## src/rtl/eq_adapt_pkg.sv

```systemverilog
// Shared definitions for the equalizer adaptation controller.
// State encodings, slicer level helpers and saturation helpers.
// No logic of its own; everything here is evaluated at elaboration or inlined.
package eq_adapt_pkg;

   typedef enum logic [1:0] {
      ST_IDLE  = 2'd0,
      ST_TRAIN = 2'd1,
      ST_ACQ   = 2'd2,
      ST_TRACK = 2'd3
   } state_t;

   // +1.0 at nbf fractional bits; also the outer PAM-4 decision threshold.
   function automatic int lvl_one(input int nbf);
      return 1 << nbf;
   endfunction

   // Inner PAM-4 level (0.5).
   function automatic int lvl_half(input int nbf);
      return 1 << (nbf - 1);
   endfunction

   // Outer PAM-4 level (1.5).
   function automatic int lvl_3half(input int nbf);
      return 3 << (nbf - 1);
   endfunction

   // Clamp a signed value into the nbt-bit two's complement range.
   function automatic logic signed [63:0] sat_s(input logic signed [63:0] v, input int nbt);
      logic signed [63:0] hi;
      logic signed [63:0] lo;
      hi = (64'sd1 <<< (nbt - 1)) - 64'sd1;
      lo = -(64'sd1 <<< (nbt - 1));
      if (v > hi)
         return hi;
      else if (v < lo)
         return lo;
      else
         return v;
   endfunction

   // Clamp an unsigned value into the nbt-bit unsigned range.
   function automatic logic [63:0] sat_u(input logic [63:0] v, input int nbt);
      logic [63:0] hi;
      hi = (64'd1 << nbt) - 64'd1;
      return (v > hi) ? hi : v;
   endfunction

endpackage

```

## src/rtl/eq_adapt_ctrl_mse.sv

```systemverilog
// Windowed MSE estimator: square of I/Q error, accumulate over 2^MSE_WIN_LOG2 symbols.
// Square registered 1 cycle after i_err_valid, accumulate the next; o_mse 2 cycles after the last error.
// No backpressure; i_clr discards the partial window and anything still in the square stage.
module eq_mse_est
   import eq_adapt_pkg::*;
#(
   parameter int NBT_ERR      = 9,
   parameter int MSE_WIN_LOG2 = 8,
   parameter int NBT_MSE      = 16
) (
   input  logic               clk,
   input  logic               i_reset,
   input  logic               i_clr,
   input  logic               i_err_valid,
   input  logic [NBT_ERR-1:0] i_err_I,
   input  logic [NBT_ERR-1:0] i_err_Q,
   output logic [NBT_MSE-1:0] o_mse,
   output logic               o_mse_valid
);

   localparam int PW    = 2 * NBT_ERR;
   localparam int SQ_W  = PW + 1;
   // Wide enough for a full window of worst-case squares, so it never wraps.
   localparam int ACC_W = SQ_W + MSE_WIN_LOG2;

   logic signed [NBT_ERR-1:0]    e_I, e_Q;
   logic signed [PW-1:0]         p_I, p_Q;
   logic [SQ_W-1:0]              sq, sq_nxt;
   logic                         sq_vld;
   logic [ACC_W-1:0]             acc, acc_sum, acc_shr;
   logic [MSE_WIN_LOG2-1:0]      win_cnt;

   // Squares are non-negative, so their sum is safely treated as unsigned.
   always_comb begin
      e_I     = i_err_I;
      e_Q     = i_err_Q;
      p_I     = PW'(e_I) * PW'(e_I);
      p_Q     = PW'(e_Q) * PW'(e_Q);
      sq_nxt  = {1'b0, $unsigned(p_I)} + {1'b0, $unsigned(p_Q)};
      acc_sum = acc + ACC_W'(sq);
      acc_shr = acc_sum >> MSE_WIN_LOG2;
   end

   // Square stage, accumulator and window counter; the window result is published on its last symbol.
   always_ff @(posedge clk) begin
      if (i_reset) begin
         sq          <= '0;
         sq_vld      <= 1'b0;
         acc         <= '0;
         win_cnt     <= '0;
         o_mse       <= '0;
         o_mse_valid <= 1'b0;
      end else begin
         o_mse_valid <= 1'b0;
         sq_vld      <= i_err_valid & ~i_clr;
         if (i_err_valid)
            sq <= sq_nxt;
         if (i_clr) begin
            acc     <= '0;
            win_cnt <= '0;
         end else if (sq_vld) begin
            win_cnt <= win_cnt + MSE_WIN_LOG2'(1);
            if (win_cnt == '1) begin
               acc         <= '0;
               o_mse       <= NBT_MSE'(sat_u(64'(acc_shr), NBT_MSE));
               o_mse_valid <= 1'b1;
            end else begin
               acc <= acc_sum;
            end
         end
      end
   end

endmodule

```

## src/rtl/eq_adapt_ctrl.sv

```systemverilog
// Adaptation controller: PAM slicer, saturated error, windowed MSE and TRAIN/ACQ/TRACK FSM.
// o_sym/o_err 1 cycle after a strobe; o_mse 3 cycles after a window's last strobe; state 1 cycle later.
// No backpressure; strobes must be at least 4 cycles apart.
module eq_adapt_ctrl
   import eq_adapt_pkg::*;
#(
   parameter int                          NBT_IN       = 12,
   parameter int                          NBF_IN       = 9,
   parameter int                          NBT_ERR      = 9,
   parameter int                          NBF_ERR      = 7,
   parameter int                          LEVELS       = 2,
   parameter int                          MSE_WIN_LOG2 = 8,
   parameter int                          NBT_MSE      = 16,
   parameter logic [NBT_MSE-1:0]          LOCK_TH      = 16'd1638,
   parameter logic [NBT_MSE-1:0]          UNLOCK_TH    = 16'd3277,
   parameter int                          LOCK_CNT     = 4,
   parameter int                          TRAIN_LEN    = 512,
   parameter int                          NBT_STEP     = 12,
   parameter logic signed [NBT_STEP-1:0]  STEP_ACQ     = 12'sh008,
   parameter logic signed [NBT_STEP-1:0]  STEP_TRK     = 12'sh001
) (
   input  logic                clk,
   input  logic                i_reset,
   input  logic                i_en_rx,
   input  logic                i_en_rate1,
   input  logic [NBT_IN-1:0]   i_data_I,
   input  logic [NBT_IN-1:0]   i_data_Q,
   input  logic [NBT_IN-1:0]   i_ref_I,
   input  logic [NBT_IN-1:0]   i_ref_Q,
   output logic [NBT_IN-1:0]   o_sym_I,
   output logic [NBT_IN-1:0]   o_sym_Q,
   output logic [NBT_ERR-1:0]  o_err_I,
   output logic [NBT_ERR-1:0]  o_err_Q,
   output logic                o_err_valid,
   output logic [NBT_STEP-1:0] o_step,
   output logic                o_adapt_en,
   output logic [NBT_MSE-1:0]  o_mse,
   output logic                o_mse_valid,
   output logic                o_lock,
   output logic [1:0]          o_state
);

   localparam int SHIFT = NBF_IN - NBF_ERR;
   localparam logic signed [NBT_IN-1:0] V_ONE  = NBT_IN'(lvl_one(NBF_IN));
   localparam logic signed [NBT_IN-1:0] V_HALF = NBT_IN'(lvl_half(NBF_IN));
   localparam logic signed [NBT_IN-1:0] V_3H   = NBT_IN'(lvl_3half(NBF_IN));
   localparam int TRN_W  = (TRAIN_LEN > 0) ? $clog2(TRAIN_LEN + 1) : 1;
   localparam int GOOD_W = $clog2(LOCK_CNT + 1);
   localparam logic [TRN_W-1:0]  TRAIN_END = TRN_W'(TRAIN_LEN);
   localparam logic [GOOD_W-1:0] GOOD_LAST = GOOD_W'(LOCK_CNT - 1);

   state_t              state, state_nxt;
   logic                strobe, state_chg, win_clr, rst_dp;
   logic [TRN_W-1:0]    train_cnt;
   logic [GOOD_W-1:0]   good_cnt;
   logic signed [NBT_IN-1:0]  sym_I, sym_Q;
   logic signed [NBT_ERR-1:0] err_I, err_Q;

   // Ties go to the more positive level, so every threshold uses >=.
   function automatic logic signed [NBT_IN-1:0] slice(input logic signed [NBT_IN-1:0] v);
      if (LEVELS == 4) begin
         if (v >= V_ONE)
            return V_3H;
         else if (v >= 0)
            return V_HALF;
         else if (v >= -V_ONE)
            return -V_HALF;
         else
            return -V_3H;
      end else begin
         return (v >= 0) ? V_ONE : -V_ONE;
      end
   endfunction

   // Difference carried one bit wider, truncated to the error fraction, then clamped.
   function automatic logic signed [NBT_ERR-1:0] form_err(input logic signed [NBT_IN-1:0] d,
                                                          input logic signed [NBT_IN-1:0] r);
      logic signed [NBT_IN:0] diff;
      diff = $signed({d[NBT_IN-1], d}) - $signed({r[NBT_IN-1], r});
      diff = diff >>> SHIFT;
      return NBT_ERR'(sat_s(64'(diff), NBT_ERR));
   endfunction

   assign strobe    = i_en_rate1 & i_en_rx;
   assign state_chg = (state_nxt != state);
   assign win_clr   = state_chg | ~i_en_rx;
   assign rst_dp    = i_reset | ~i_en_rx;

   // Slice and form the error against the training reference only while training.
   always_comb begin
      sym_I = slice(i_data_I);
      sym_Q = slice(i_data_Q);
      err_I = form_err(i_data_I, (state == ST_TRAIN) ? i_ref_I : sym_I);
      err_Q = form_err(i_data_Q, (state == ST_TRAIN) ? i_ref_Q : sym_Q);
   end

   // Decision/error registers hold between strobes; disabling the receiver zeroes them.
   always_ff @(posedge clk) begin
      if (rst_dp) begin
         o_sym_I     <= '0;
         o_sym_Q     <= '0;
         o_err_I     <= '0;
         o_err_Q     <= '0;
         o_err_valid <= 1'b0;
      end else begin
         o_err_valid <= strobe;
         if (strobe) begin
            o_sym_I <= sym_I;
            o_sym_Q <= sym_Q;
            o_err_I <= err_I;
            o_err_Q <= err_Q;
         end
      end
   end

   eq_mse_est #(
      .NBT_ERR      (NBT_ERR),
      .MSE_WIN_LOG2 (MSE_WIN_LOG2),
      .NBT_MSE      (NBT_MSE)
   ) u_mse (
      .clk         (clk),
      .i_reset     (rst_dp),
      .i_clr       (win_clr),
      .i_err_valid (o_err_valid),
      .i_err_I     (o_err_I),
      .i_err_Q     (o_err_Q),
      .o_mse       (o_mse),
      .o_mse_valid (o_mse_valid)
   );

   // Training length and consecutive-good-window counters; both restart on any state change.
   always_ff @(posedge clk) begin
      if (rst_dp || state_chg) begin
         train_cnt <= '0;
         good_cnt  <= '0;
      end else begin
         if (state == ST_TRAIN && strobe && train_cnt != TRAIN_END)
            train_cnt <= train_cnt + TRN_W'(1);
         if (state == ST_ACQ && o_mse_valid)
            good_cnt <= (o_mse < LOCK_TH) ? good_cnt + GOOD_W'(1) : '0;
      end
   end

   // State register.
   always_ff @(posedge clk) begin
      if (i_reset)
         state <= ST_IDLE;
      else
         state <= state_nxt;
   end

   // Next state and state-decoded outputs; losing receiver enable always returns to IDLE.
   always_comb begin
      state_nxt  = state;
      o_step     = '0;
      o_adapt_en = 1'b0;
      o_lock     = 1'b0;
      case (state)
         ST_IDLE: begin
            state_nxt = (TRAIN_LEN == 0) ? ST_ACQ : ST_TRAIN;
         end
         ST_TRAIN: begin
            o_step     = STEP_ACQ;
            o_adapt_en = 1'b1;
            if (train_cnt == TRAIN_END)
               state_nxt = ST_ACQ;
         end
         ST_ACQ: begin
            o_step     = STEP_ACQ;
            o_adapt_en = 1'b1;
            if (o_mse_valid && (o_mse < LOCK_TH) && (good_cnt == GOOD_LAST))
               state_nxt = ST_TRACK;
         end
         ST_TRACK: begin
            o_step     = STEP_TRK;
            o_adapt_en = 1'b1;
            o_lock     = 1'b1;
            if (o_mse_valid && (o_mse > UNLOCK_TH))
               state_nxt = ST_ACQ;
         end
         default: state_nxt = ST_IDLE;
      endcase
      if (!i_en_rx)
         state_nxt = ST_IDLE;
   end

   assign o_state = state;

endmodule

```

## config.mk

```make
export PLATFORM = sky130hd
export DESIGN_NAME = eq_adapt_ctrl
export DESIGN_NICKNAME = d
export VERILOG_FILES = /design/src/rtl/eq_adapt_pkg.sv /design/src/rtl/eq_adapt_ctrl_mse.sv /design/src/rtl/eq_adapt_ctrl.sv
export SDC_FILE = /design/constraint.sdc
export NUM_CORES = 1
export LEC_CHECK = 0
export BUFFER_PORTS_ARGS = -buffer_cell sky130_fd_sc_hd__buf_2
export CORE_UTILIZATION = 56
export DETAILED_ROUTE_END_ITERATION = 6
export GPL_ROUTABILITY_DRIVEN = 0
export HOLD_SLACK_MARGIN = 0.15
export PLACE_DENSITY_LB_ADDON = 0.12
export SLEW_MARGIN = 5
export SYNTH_ARGS = -nofsm -noshare
export SYNTH_HDL_FRONTEND = slang
export SYNTH_SLANG_ARGS = --single-unit
```

## constraint.sdc

```tcl
create_clock -name clk -period 6.5 [get_ports clk]
set_input_delay 0.65 -clock clk [delete_from_list [all_inputs] [get_ports clk]]
set_output_delay 0.65 -clock clk [all_outputs]
set_load 0.1 [all_outputs]
```

After elaboration in Yosys (flattened, before gate mapping)
Index checks and enable logic that the tools add are counted.

storage, ports and cells
  register bits = 130
  word-level logic and storage cells = 80

cells by class
  add/subtract/negate cells = 7
  multiply operators = 2
  $lt $le $gt $ge = 9
  eq/ne operators = 8
  multiplexer cells = 20
  bitwise operators = 7
  reduce and logical (&&, ||, !) cells = 13

operator list
  kind                     number
  $mux W12                 4
  $mul A9 B9 Y18           2
  $mux W9                  4
  $add A27 B19 Y27         1
  $mux W27                 1
  $sub A12 B12 Y13         2
  $ge A12 B1 Y1 const B    2
  $gt A11 B9 Y1 const B    2
  $lt A11 B9 Y1 const B    2
  $add A18 B18 Y19         1
  $gt A19 B16 Y1 const B   1
  $gt A16 B12 Y1 const B   1
  $lt A16 B11 Y1 const B   1
  $mux W16                 1
  $add A10 B1 Y10 const B  1
  $eq A10 B10 Y1 const B   1
  $ne A10 B10 Y1 const B   1
  $add A8 B1 Y8 const B    1
  $eq A8 B8 Y1 const B     1
  $mux W2                  4
  $pmux W2 S4              1
  $pmux W4 S2              1
  $logic_and A1 B1 Y1      6
  $reduce_or A3 Y1         2
  other kinds (14)         22

Logic depth before layout (Yosys ltp)
Gate-level depths: netlist (run 1).

  depth in word-level cells = 10
  gate-level depth with buffers = 26
  depth with buffers taken out = 25

Cells and area by module
A second synthesis (run 1) with hierarchy kept.

second synthesis, totals
  cell total of the unflattened synthesis = 1490
  area total of the unflattened synthesis = 12736.0 um^2

by module, submodules not included
  module         instances  cells an instance  area an instance (um^2)  sequential area each (um^2)
  eq_mse_est     1          1104               9619.2                   1441.4
  eq_adapt_ctrl  1          386                3116.7                   740.7

Worst setup path before layout (run 1)
Ideal clock, no wire load.

  path kind = register to register
  start point = reg o_err_Q[6]
  end point = reg u_mse.sq[16]
  setup time = 0.079 ns
  arrival time = 6.757 ns
  required time = 6.421 ns
  setup slack = -0.336 ns
  cell stages (with the launch flop) = 26
  buffers on the path = 1
  clock period less this slack = 6.836 ns
  path through = dfxtp_1 -> clkbuf_1 -> and2_1 -> inv_1 -> fa_1 -> inv_1 -> fa_1 -> inv_1 -> fa_1 -> inv_1 -> fa_1 -> ha_1 -> ha_1 -> nor2b_1 -> o21ai_0 -> a21boi_0 -> o21ai_0 -> nand2_1 -> xor2_1 -> ha_1 -> and2_1 -> o21a_1 -> a31oi_1 -> a2111oi_0 -> mux2_2 -> o211ai_1

between the ends
  cells in the longest elaborated chain, start to end = 2

ends and longest elaborated chain
  what                    RTL line                 source
  start, declared         eq_adapt_ctrl.sv:33      output logic [NBT_ERR-1:0] o_err_Q,
  start signal, assigned  eq_adapt_ctrl.sv:111     o_err_Q <= err_Q;
  $mul A9 B9 Y18          eq_adapt_ctrl_mse.sv:38  p_Q = PW'(e_Q) * PW'(e_Q);
  $add A18 B18 Y19        eq_adapt_ctrl_mse.sv:39  sq_nxt = {1'b0, $unsigned(p_I)} + {1'b0, $unsigned(p_Q)};
  end signal, assigned    eq_adapt_ctrl_mse.sv:57  sq <= sq_nxt;
  end, declared           eq_adapt_ctrl_mse.sv:28  logic [SQ_W-1:0] sq, sq_nxt;

Every way passes these cells.
A chain may end at the register's enable or synchronous reset.

Final worst setup path (run 1)
  start point = reg o_err_I[7]
  end point = reg u_mse.sq[17]

between the ends
  cells in the longest elaborated chain, start to end = 2

ends and longest elaborated chain
  what                    RTL line                 source
  start, declared         eq_adapt_ctrl.sv:32      output logic [NBT_ERR-1:0] o_err_I,
  start signal, assigned  eq_adapt_ctrl.sv:110     o_err_I <= err_I;
  $mul A9 B9 Y18          eq_adapt_ctrl_mse.sv:37  p_I = PW'(e_I) * PW'(e_I);
  $add A18 B18 Y19        eq_adapt_ctrl_mse.sv:39

Every way passes these cells.

==> summary.txt, run 1 <==
Status
  – Status: finished, violations left
  – Failing checks: design-rule violations

Clock network
  – Setup Fix Bufs, Post-CTS: 0
  – Longest Clk Path Bufs: 2
  – H-tree depth: 3
  – Root buffer cell: clkbuf_16
  – Worst skew pair latency: 0.35 ns
  – CTS buffer count: 9
  – CTS sink cnt: between 100 and 150
  – CTS clock-pin slew for the worst setup and hold paths: around 0.08 ns
  – CTS tree: built

Pwr
  – Pint: about 1.3 mW
  – Clock Power Share: 23.9%
  – Sw Share: between 40% and 50%
  – P_leak: 6.72 nW
  – Cell Pwr Density: between 150 and 200 mW/mm²
  – Worst vdd ir: 0.147 mV
  – Logic pwr share: ~44%
  – Sw power: a little over 900 µW
  – Reg power frac: 31.9%

Flow run
  – Maxcap violations: 0

Synth
  – Post-Syn Instances: between 1000 and 1500
  – Number of flops mapped to enable cells by yosys: 0
  – Ys async rst share: 0%
  – Syn avg cell area: 8.50 µm²
  – #FFs+latches synth: about 110
  – Sequential-to-total area share from yosys stat: between 15 and 20%
  – Synth cell types: between 80 and 90
  – Post-Syn Area: roughly 0.013 mm²
  – Synthesis warning total: 0
  – Most common flop cell mapped by yosys: dfxtp_1

GRT
  – First-pass GRT wire length: slightly below 50000 µm
  – Total global routing overflow: 0
  – Largest net degree at the start of global routing: between 50 and 60
  – Total track usage: between 20% and 30%
  – Number of global-route vias before repair: between 10000 and 15000
  – Initial antenna violation count: 0

Setup path
  – CP endpoint kind: flip-flop
  – Worst setup SP type: flip-flop
  – WP data required: slightly below 7 ns
  – Cell with the largest stage delay on the worst path: fa_1
  – CP most frequent cell: fa_1
  – CP max FO: 9
  – Cells along the critical path: inv_1 > nor2_1 > inv_1 > fa_1 > inv_1 > fa_1 > fa_1 > fa_1 > fa_1 > ha_1 > o21ai_0 > a21boi_0 > o21ai_0 > a21oi_1 > a41o_1 > o41a_1 > xnor2_1 > ha_1 > or3_1 > mux2_2 > o211ai_1
  – Crit path largest cell delay: ~0.57 ns
  – Crit path kind: flip-flop to flip-flop
  – Worst EP arrival: 6.42 ns

Placement
  – Buffers on Ports: 99
  – Post-DP HPWL: roughly 24000 µm
  – Placed Cells: 1841

Timing
  – RSZ-0062 raised after global routing: false
  – Clk_skew: 0.00868 ns
  – Final setup fails: 0
  – Final-report max-slew violation count: 0
  – Setup TNS: 0 ns
  – Slew HR: about a third
  – Ratio of final minimum period to clock period: 94.6%
  – Worst hold slack: about 0.47 ns
  – Fmax achieved: 163 MHz
  – Final Hold Viols: 0
  – Fin crit period: ~6.1 ns
  – Worst Tran Pin Value: ~1.0 ns

Floorplan
  – Core Region: approximately 0.022 mm²
  – Initial Util: between 50% and 60%
  – Die ar.: between 0.02 and 0.025 mm²
  – Row cnt: between 50 and 60
  – # IOs: between 100 and 150
  – Die W: roughly 150 µm
  – Die Y: ~150 µm

Hold path
  – Hold Path Class: flip-flop to flip-flop

Routing
  – DR WL/cell: approximately 16 µm
  – Via Count: roughly 10000
  – Drt drc: 3
  – Final ANT Viol Nets: 0
  – Vias/cell: about 5.5
  – DRT Wirelength: between 20000 and 30000 µm
  – Iter 0 DRT Violations: around 560
  – First-pass DRT Iterations: 7

Layout
  – Final nets: ~1900
  – Cell Count, Final, Fillers Out: roughly 1900
  – Share of cells above drive strength 1: approximately an eighth
  – Number of antenna diodes: 0
  – Final core utilization: 62.1%
  – Layout area overhead: 7.99%
  – Layout fillers: 1938
-- sequential cells by signal, indices dropped and copies added (netlist names), 3 cells and up --
register,flops
u_mse.sq,19
o_err_Q,9
o_err_I,9
train_cnt,10
u_mse.win_cnt,8
u_mse.acc,27
good_cnt,3
u_mse.o_mse,16
-- power groups by stage --
| stage | Sequential (mW) | Combinational, mW | Clock, mW |
|---|---|---|---|
| after floorplan | 0.784 | 0.702 | 0 |
| after global placement | 0.717 | 0.955 | 0 |
| after detailed placement | 0.718 | 0.966 | 0 |
| after CTS | 0.703 | 0.972 | 0.535 |
| after global routing | 0.705 | 1.08 | 0.565 |
| final | 0.703 | 0.975 | 0.526 |
-- metrics by stage --
step	setup slack (ns)	cell area (µm²)	total power, mW
5_1_grt	0.00720	13600	2.35
4_1_cts	0.191	13600	2.21
3_3_place_gp	0.310	13400	1.67
3_5_place_dp	0.207	13400	1.68
2_1_floorplan	0.00570	12800	1.49
6_report	0.353	13600	2.20
-- kinds of logic (layout without fill, tap and decap cells) --
family	after synthesis	in the layout	synth area share, %
buf+inv	267	331	9.04
other cells	1	28	0.0297
fa+ha+maj	263	263	33.0
xor+xnor	90	90	6.24
simple gates	434	434	16.7
flops	109	109	17.3
mux	18	18	1.47
compound gates	304	304	16.3
-- area by class of cell --
| cell class | instances | area [µm²] | share of cell area [%] |
|---|---|---|---|
| well taps | 280 | 350 | 2.57 |
| multi-input cells | 1137 | 9420 | 69.1 |
| flip-flops and latches | 109 | 2200 | 16.2 |
| repair buffers | 120 | 653 | 4.79 |
| clock buffers | 10 | 229 | 1.68 |
| clock inverters | 6 | 46.3 | 0.339 |
| inverters | 195 | 732 | 5.37 |
-- cell usage after synthesis, types with 7 or more instances --
| cell type | n | area (µm²) |
|---|---|---|
| buf_4 | 32 | 240 |
| clkbuf_1 | 31 | 116 |
| a21oi_2 | 9 | 78.8 |
| or3_1 | 16 | 100 |
| o22ai_1 | 7 | 43.8 |
| a211oi_1 | 7 | 52.6 |
| a21o_1 | 16 | 120 |
| nor2b_1 | 28 | 175 |
| nor3_1 | 23 | 115 |
| a31oi_1 | 11 | 68.8 |
| nand3_1 | 24 | 120 |
| nand2_1 | 106 | 398 |
| xor2_1 | 26 | 228 |
| ha_1 | 147 | 1840 |
| nand2b_1 | 17 | 106 |
| fa_1 | 116 | 2320 |
| a21oi_1 | 77 | 385 |
| nand4_1 | 9 | 56.3 |
| dfxtp_1 | 109 | 2180 |
| mux2i_1 | 14 | 140 |
| a22oi_1 | 11 | 82.6 |
| inv_1 | 195 | 732 |
| o21a_1 | 13 | 97.6 |
| or2_2 | 7 | 43.8 |
| xnor2_1 | 64 | 561 |
| o21ai_0 | 75 | 375 |
| and2_1 | 25 | 156 |
| nor2_1 | 143 | 537 |
-- routing by layer --
metal | vias up | share of wire [%] | GRT usage (%)
met5 | - | 0 | 0
met4 | 0 | 1.4 | 5.64
met3 | 26 | 5.3 | 4.81
met2 | 230 | 47 | 44.2
met1 | 4801 | 47 | 35.3
li1 | 5096 | - | -
-- placed cells by master (no fill, tap or decap), types with 6 or more instances in the layout --
| cell type | synthesis | routed |
|---|---|---|
| inv_1 | 195 | 195 |
| ha_1 | 147 | 147 |
| nor2_1 | 143 | 142 |
| fa_1 | 116 | 116 |
| nand2_1 | 106 | 106 |
| buf_2 | 1 | 99 |
| dfxtp_1 | 109 | 94 |
| a21oi_1 | 77 | 77 |
| o21ai_0 | 75 | 73 |
| xnor2_1 | 64 | 64 |
| conb_1 | 1 | 28 |
| nor2b_1 | 28 | 27 |
| xor2_1 | 26 | 26 |
| and2_1 | 25 | 25 |
| nand3_1 | 24 | 23 |
| nor3_1 | 23 | 23 |
| buf_4 | 32 | 21 |
| nand2b_1 | 17 | 17 |
| a21o_1 | 16 | 16 |
| or3_1 | 16 | 16 |
| mux2i_1 | 14 | 14 |
| dfxtp_2 | 0 | 14 |
| o21a_1 | 13 | 13 |
| a31oi_1 | 11 | 11 |
| a22oi_1 | 11 | 11 |
| nand4_1 | 9 | 9 |
| a21oi_2 | 9 | 9 |
| clkbuf_16 | 0 | 9 |
| or2_2 | 7 | 7 |
| o22ai_1 | 7 | 7 |
| a211oi_1 | 7 | 7 |
| o21bai_1 | 6 | 6 |
| nor3b_1 | 6 | 6 |
| o211ai_1 | 6 | 6 |
-- timing repair --
item                       CTS  global route
hold buffers                 0             0
setup endpoints to repair    0             4
resized for setup            0             4
-- worst max-delay path: cells and delay by family, from the launching register on --
kind            cells  cell delay (ns)
compound gates      7             1.27
xor+xnor            1             0.20
fa+ha+maj           7             3.11
buf+inv             3             0.25
flops               1             0.42
mux                 1             0.28
simple gates        2             0.54
-- final timing paths --
check | cells past startpoint | to | slack, ns | from
max | 21 | u_mse.sq[17]$_SDFFE_PP0P_ | 0.35 | o_err_I[7]$_SDFFE_PP0P_
min | 2 | u_mse.acc[3]$_SDFFE_PP0P_ | 0.47 | u_mse.acc[3]$_SDFFE_PP0P_
max reg2reg | 21 | u_mse.sq[17]$_SDFFE_PP0P_ | 0.35 | o_err_I[7]$_SDFFE_PP0P_
min reg2reg | 2 | u_mse.acc[3]$_SDFFE_PP0P_ | 0.47 | u_mse.acc[3]$_SDFFE_PP0P_
No activity file was read; power rests on OpenSTA's default activity.
==> inputs of run 2 (changes only) <==
--- a/config.mk
+++ b/config.mk
@@ -6,7 +6,7 @@
 export NUM_CORES = 1
 export LEC_CHECK = 0
 export BUFFER_PORTS_ARGS = -buffer_cell sky130_fd_sc_hd__buf_2
-export CORE_UTILIZATION = 56
+export CORE_UTILIZATION = 60
 export DETAILED_ROUTE_END_ITERATION = 6
 export GPL_ROUTABILITY_DRIVEN = 0
 export HOLD_SLACK_MARGIN = 0.15
==> constraint.sdc (replaced) <==
create_clock -name clk -period 6.1 [get_ports clk]
set_input_delay 0.61 -clock clk [delete_from_list [all_inputs] [get_ports clk]]
set_output_delay 0.61 -clock clk [all_outputs]
set_load 0.1 [all_outputs]
==> summary.txt, run 2 (same netlist as run 1, synthesis figures left out) <==
Status
  – Status: completed

GRT
  – Total track usage: 28.0% (+1.7 points)
  – Number of global-route vias before repair: 9963 (-1.2%)
  – Total global routing overflow: 0 (unchanged)
  – First-pass GRT wire length: 48400 µm (-1.9%)
  – Largest net degree at the start of global routing: 51 (-1.9%)
  – Initial antenna violation count: 0 (unchanged)

Timing
  – Final setup fails: 0 (unchanged)
  – Final worst slack: 0.245 ns (-0.108 ns)
  – Worst hold slack: 0.455 ns (-0.0152 ns)
  – Final-report max-slew violation count: 0 (unchanged)
  – Setup TNS: 0 ns (unchanged)
  – Slew HR: 26.8% (-5.2 points)
  – Fin crit period: 5.85 ns (-0.292 ns)
  – Fmax achieved: 171 MHz (+5.0%)
  – Ratio of final minimum period to clock period: 96.0% (+1.4 points)
  – Final Hold Viols: 0 (unchanged)
  – Clk_skew: 0.00974 ns (+0.00106 ns)
  – Worst Tran Pin Value: 1.10 ns (+0.0819 ns)

Flow run
  – Maxcap violations: 0 (unchanged)

Setup path
  – Crit path kind: flip-flop to flip-flop
  – CP most frequent cell: inv_1
  – CP max FO: 6 (-3)
  – R2R setup slack: 0.25 ns (-0.11 ns)
  – Cells along the critical path: and2_1 > inv_1 > fa_1 > inv_1 > fa_1 > inv_1 > fa_1 > inv_1 > fa_2 > ha_4 > ha_4 > nor2b_1 > o21ai_1 > a21boi_1 > o21ai_1 > a21oi_2 > a41o_1 > o41a_1 > xnor2_1 > ha_1 > or3_1 > mux2_2 > o211ai_1
  – WP data required: 6.38 ns (-0.39 ns)
  – RR Endpoint: u_mse.sq[17]$_SDFFE_PP0P_
  – Kind of cell adding the most delay to the critical path: adder cells
  – Reg2Reg Depth: 23 (+9.5%)
  – Crit path largest cell delay: 0.58 ns (about the same)
  – FF-to-FF Start: o_err_I[1]$_SDFFE_PP0P_
  – CP endpoint kind: flip-flop
  – Worst path bufs/invs: 4 (+1)
  – Worst EP arrival: 6.13 ns (-0.29 ns)
  – Cell with the largest stage delay on the worst path: fa_2
  – Worst setup SP type: flip-flop

Layout
  – Final core utilization: 68.4% (+6.3 points)
  – Seq. cell area: 0.00224 mm² (+1.6%)
  – Area occupied by multi-input gates: 0.00961 mm² (+2.0%)
  – Final nets: 1903 (+0.85%)
  – Share of cells above drive strength 1: 15.5% (+2.8 points)
  – Biggest register: u_mse.acc
  – Commonest non-fill, non-tap cell in the layout: inv_1
  – Top flop regs: u_mse.acc (27), u_mse.sq (19), u_mse.o_mse (16)
  – Layout area overhead: 10.6%
  – Number of antenna diodes: 0 (unchanged)
  – Max reg flops: 27 (unchanged)
  – Most frequent cells in the layout: inv_1 (194), nor2_1 (140), ha_1 (140)
  – Layout fillers: 1735 (-10%)

Floorplan
  – # IOs: 128 (unchanged)
  – Core Region: 0.0204 mm² (-7.0%)
  – Die Y: 147 µm (-3.3%)
  – Die W: 147 µm (-3.3%)
  – Initial Util: 61.8% (+4.3 points)
  – Die ar.: 0.0216 mm² (-6.6%)
  – Row cnt: 52 (-3.7%)

Clock network
  – CTS Hold Bufs: 0 (unchanged)
  – CTS buffer count: 9 (unchanged)
  – CTS tree: built
  – H-tree depth: 3 (unchanged)
  – CTS sink cnt: 109 (unchanged)
  – Longest Clk Path Bufs: 2 (unchanged)
  – Root buffer cell: clkbuf_16
  – CTS clock-pin slew for the worst setup and hold paths: 0.07 ns (about the same)
  – Worst skew pair latency: 0.35 ns (about the same)

Routing
  – Vias/cell: 5.56 (+1.7%)
  – Drt drc: 0 (-3)
  – First-pass DRT Iterations: 4 (-3)
  – Iter 0 DRT Violations: 550 (-1.1%)
  – Via Count: 10359 (+2.0%)
  – DR WL/cell: 15.9 µm (+0.74%)
  – Final ANT Viol Nets: 0 (unchanged)
  – DRT Wirelength: 29600 µm (+1.1%)

Pwr
  – Worst vdd ir: 0.110 mV (-25%)
  – P_leak: 6.82 nW (+1.5%)
  – Total power: 2.43 mW (+10%)
  – Cell Pwr Density: 174 mW/mm² (+7.5%)

Hold path
  – Hold Crit Depth: 2 (unchanged)
  – Hold Path Class: input port to flip-flop
  – Hold Crit Start: i_reset
  – Hold endpoint: o_state[1]$_SDFF_PP0_

Placement
  – Post-DP HPWL: 23900 µm (-1.0%)
  – Buffers on Ports: 99 (unchanged)
  – Post-place setup slack: 0.0266 ns (-0.181 ns)
[run 2: cell types whose count changed in the layout (fill, tap and decap cells not counted), moves of 4 or more]
cell     change
o21ai_1      +4
o21ai_0      -6
ha_1         -7
dfxtp_4     +13
ha_4         +5
dfxtp_2     -10
buf_4       +15
[run 2: per-layer routing]
| layer | vias up | wire length (µm) | GRT usage [%] |
|---|---|---|---|
| li1 | 5124 | - | - |
| met1 | 4888 | 13500 | 39.0 |
| met3 | 37 | 1730 | 3.45 |
| met2 | 310 | 13800 | 45.8 |
| met4 | 0 | 561 | 7.58 |
| met5 | - | 0 | 0 |
[run 2: through the flow]
stage,cell area [µm²],std cells
6_report,14000,1863
5_1_grt,14000,1863
4_1_cts,13700,1847
3_5_place_dp,13400,1831
3_3_place_gp,13400,1831
2_1_floorplan,12800,1513
[run 2: area by class of cell]
| class | instances | share of cell area (%) |
|---|---|---|
| clock buffers | 10 | 1.71 |
| inverters | 195 | 5.26 |
| clock inverters | 6 | 0.269 |
| well taps | 270 | 2.42 |
| repair buffers | 136 | 5.52 |
| multi-input cells | 1137 | 68.8 |
| flip-flops and latches | 109 | 16.0 |
[run 2: worst max path at each step]
stage                                end  slack (ns)                    start  cells after the start
2_1_floorplan  u_mse.sq[16]$_SDFFE_PP0P_        0.03  o_err_Q[6]$_SDFFE_PP0P_                     25
3_3_place_gp   u_mse.sq[16]$_SDFFE_PP0P_        0.15  o_err_Q[1]$_SDFFE_PP0P_                     23
3_5_place_dp   u_mse.sq[16]$_SDFFE_PP0P_        0.03  o_err_Q[1]$_SDFFE_PP0P_                     22
4_1_cts        u_mse.sq[16]$_SDFFE_PP0P_       0.001  o_err_Q[1]$_SDFFE_PP0P_                     23
5_1_grt        u_mse.sq[17]$_SDFFE_PP0P_       -0.09  o_err_I[1]$_SDFFE_PP0P_                     23
6_report       u_mse.sq[17]$_SDFFE_PP0P_        0.25  o_err_I[1]$_SDFFE_PP0P_                     23
[run 2: power breakdown]
group	internal [mW]	switching (mW)	total [mW]
logic	0.411	0.706	1.12
clock network	0.287	0.268	0.555
registers	0.726	0.0276	0.754
[run 2: what timing repair did]
action	4_1_cts	5_1_grt
endpoints found under the setup margin	2	7
buffers inserted	0	16
pin swaps	0	20
resized for setup	2	37
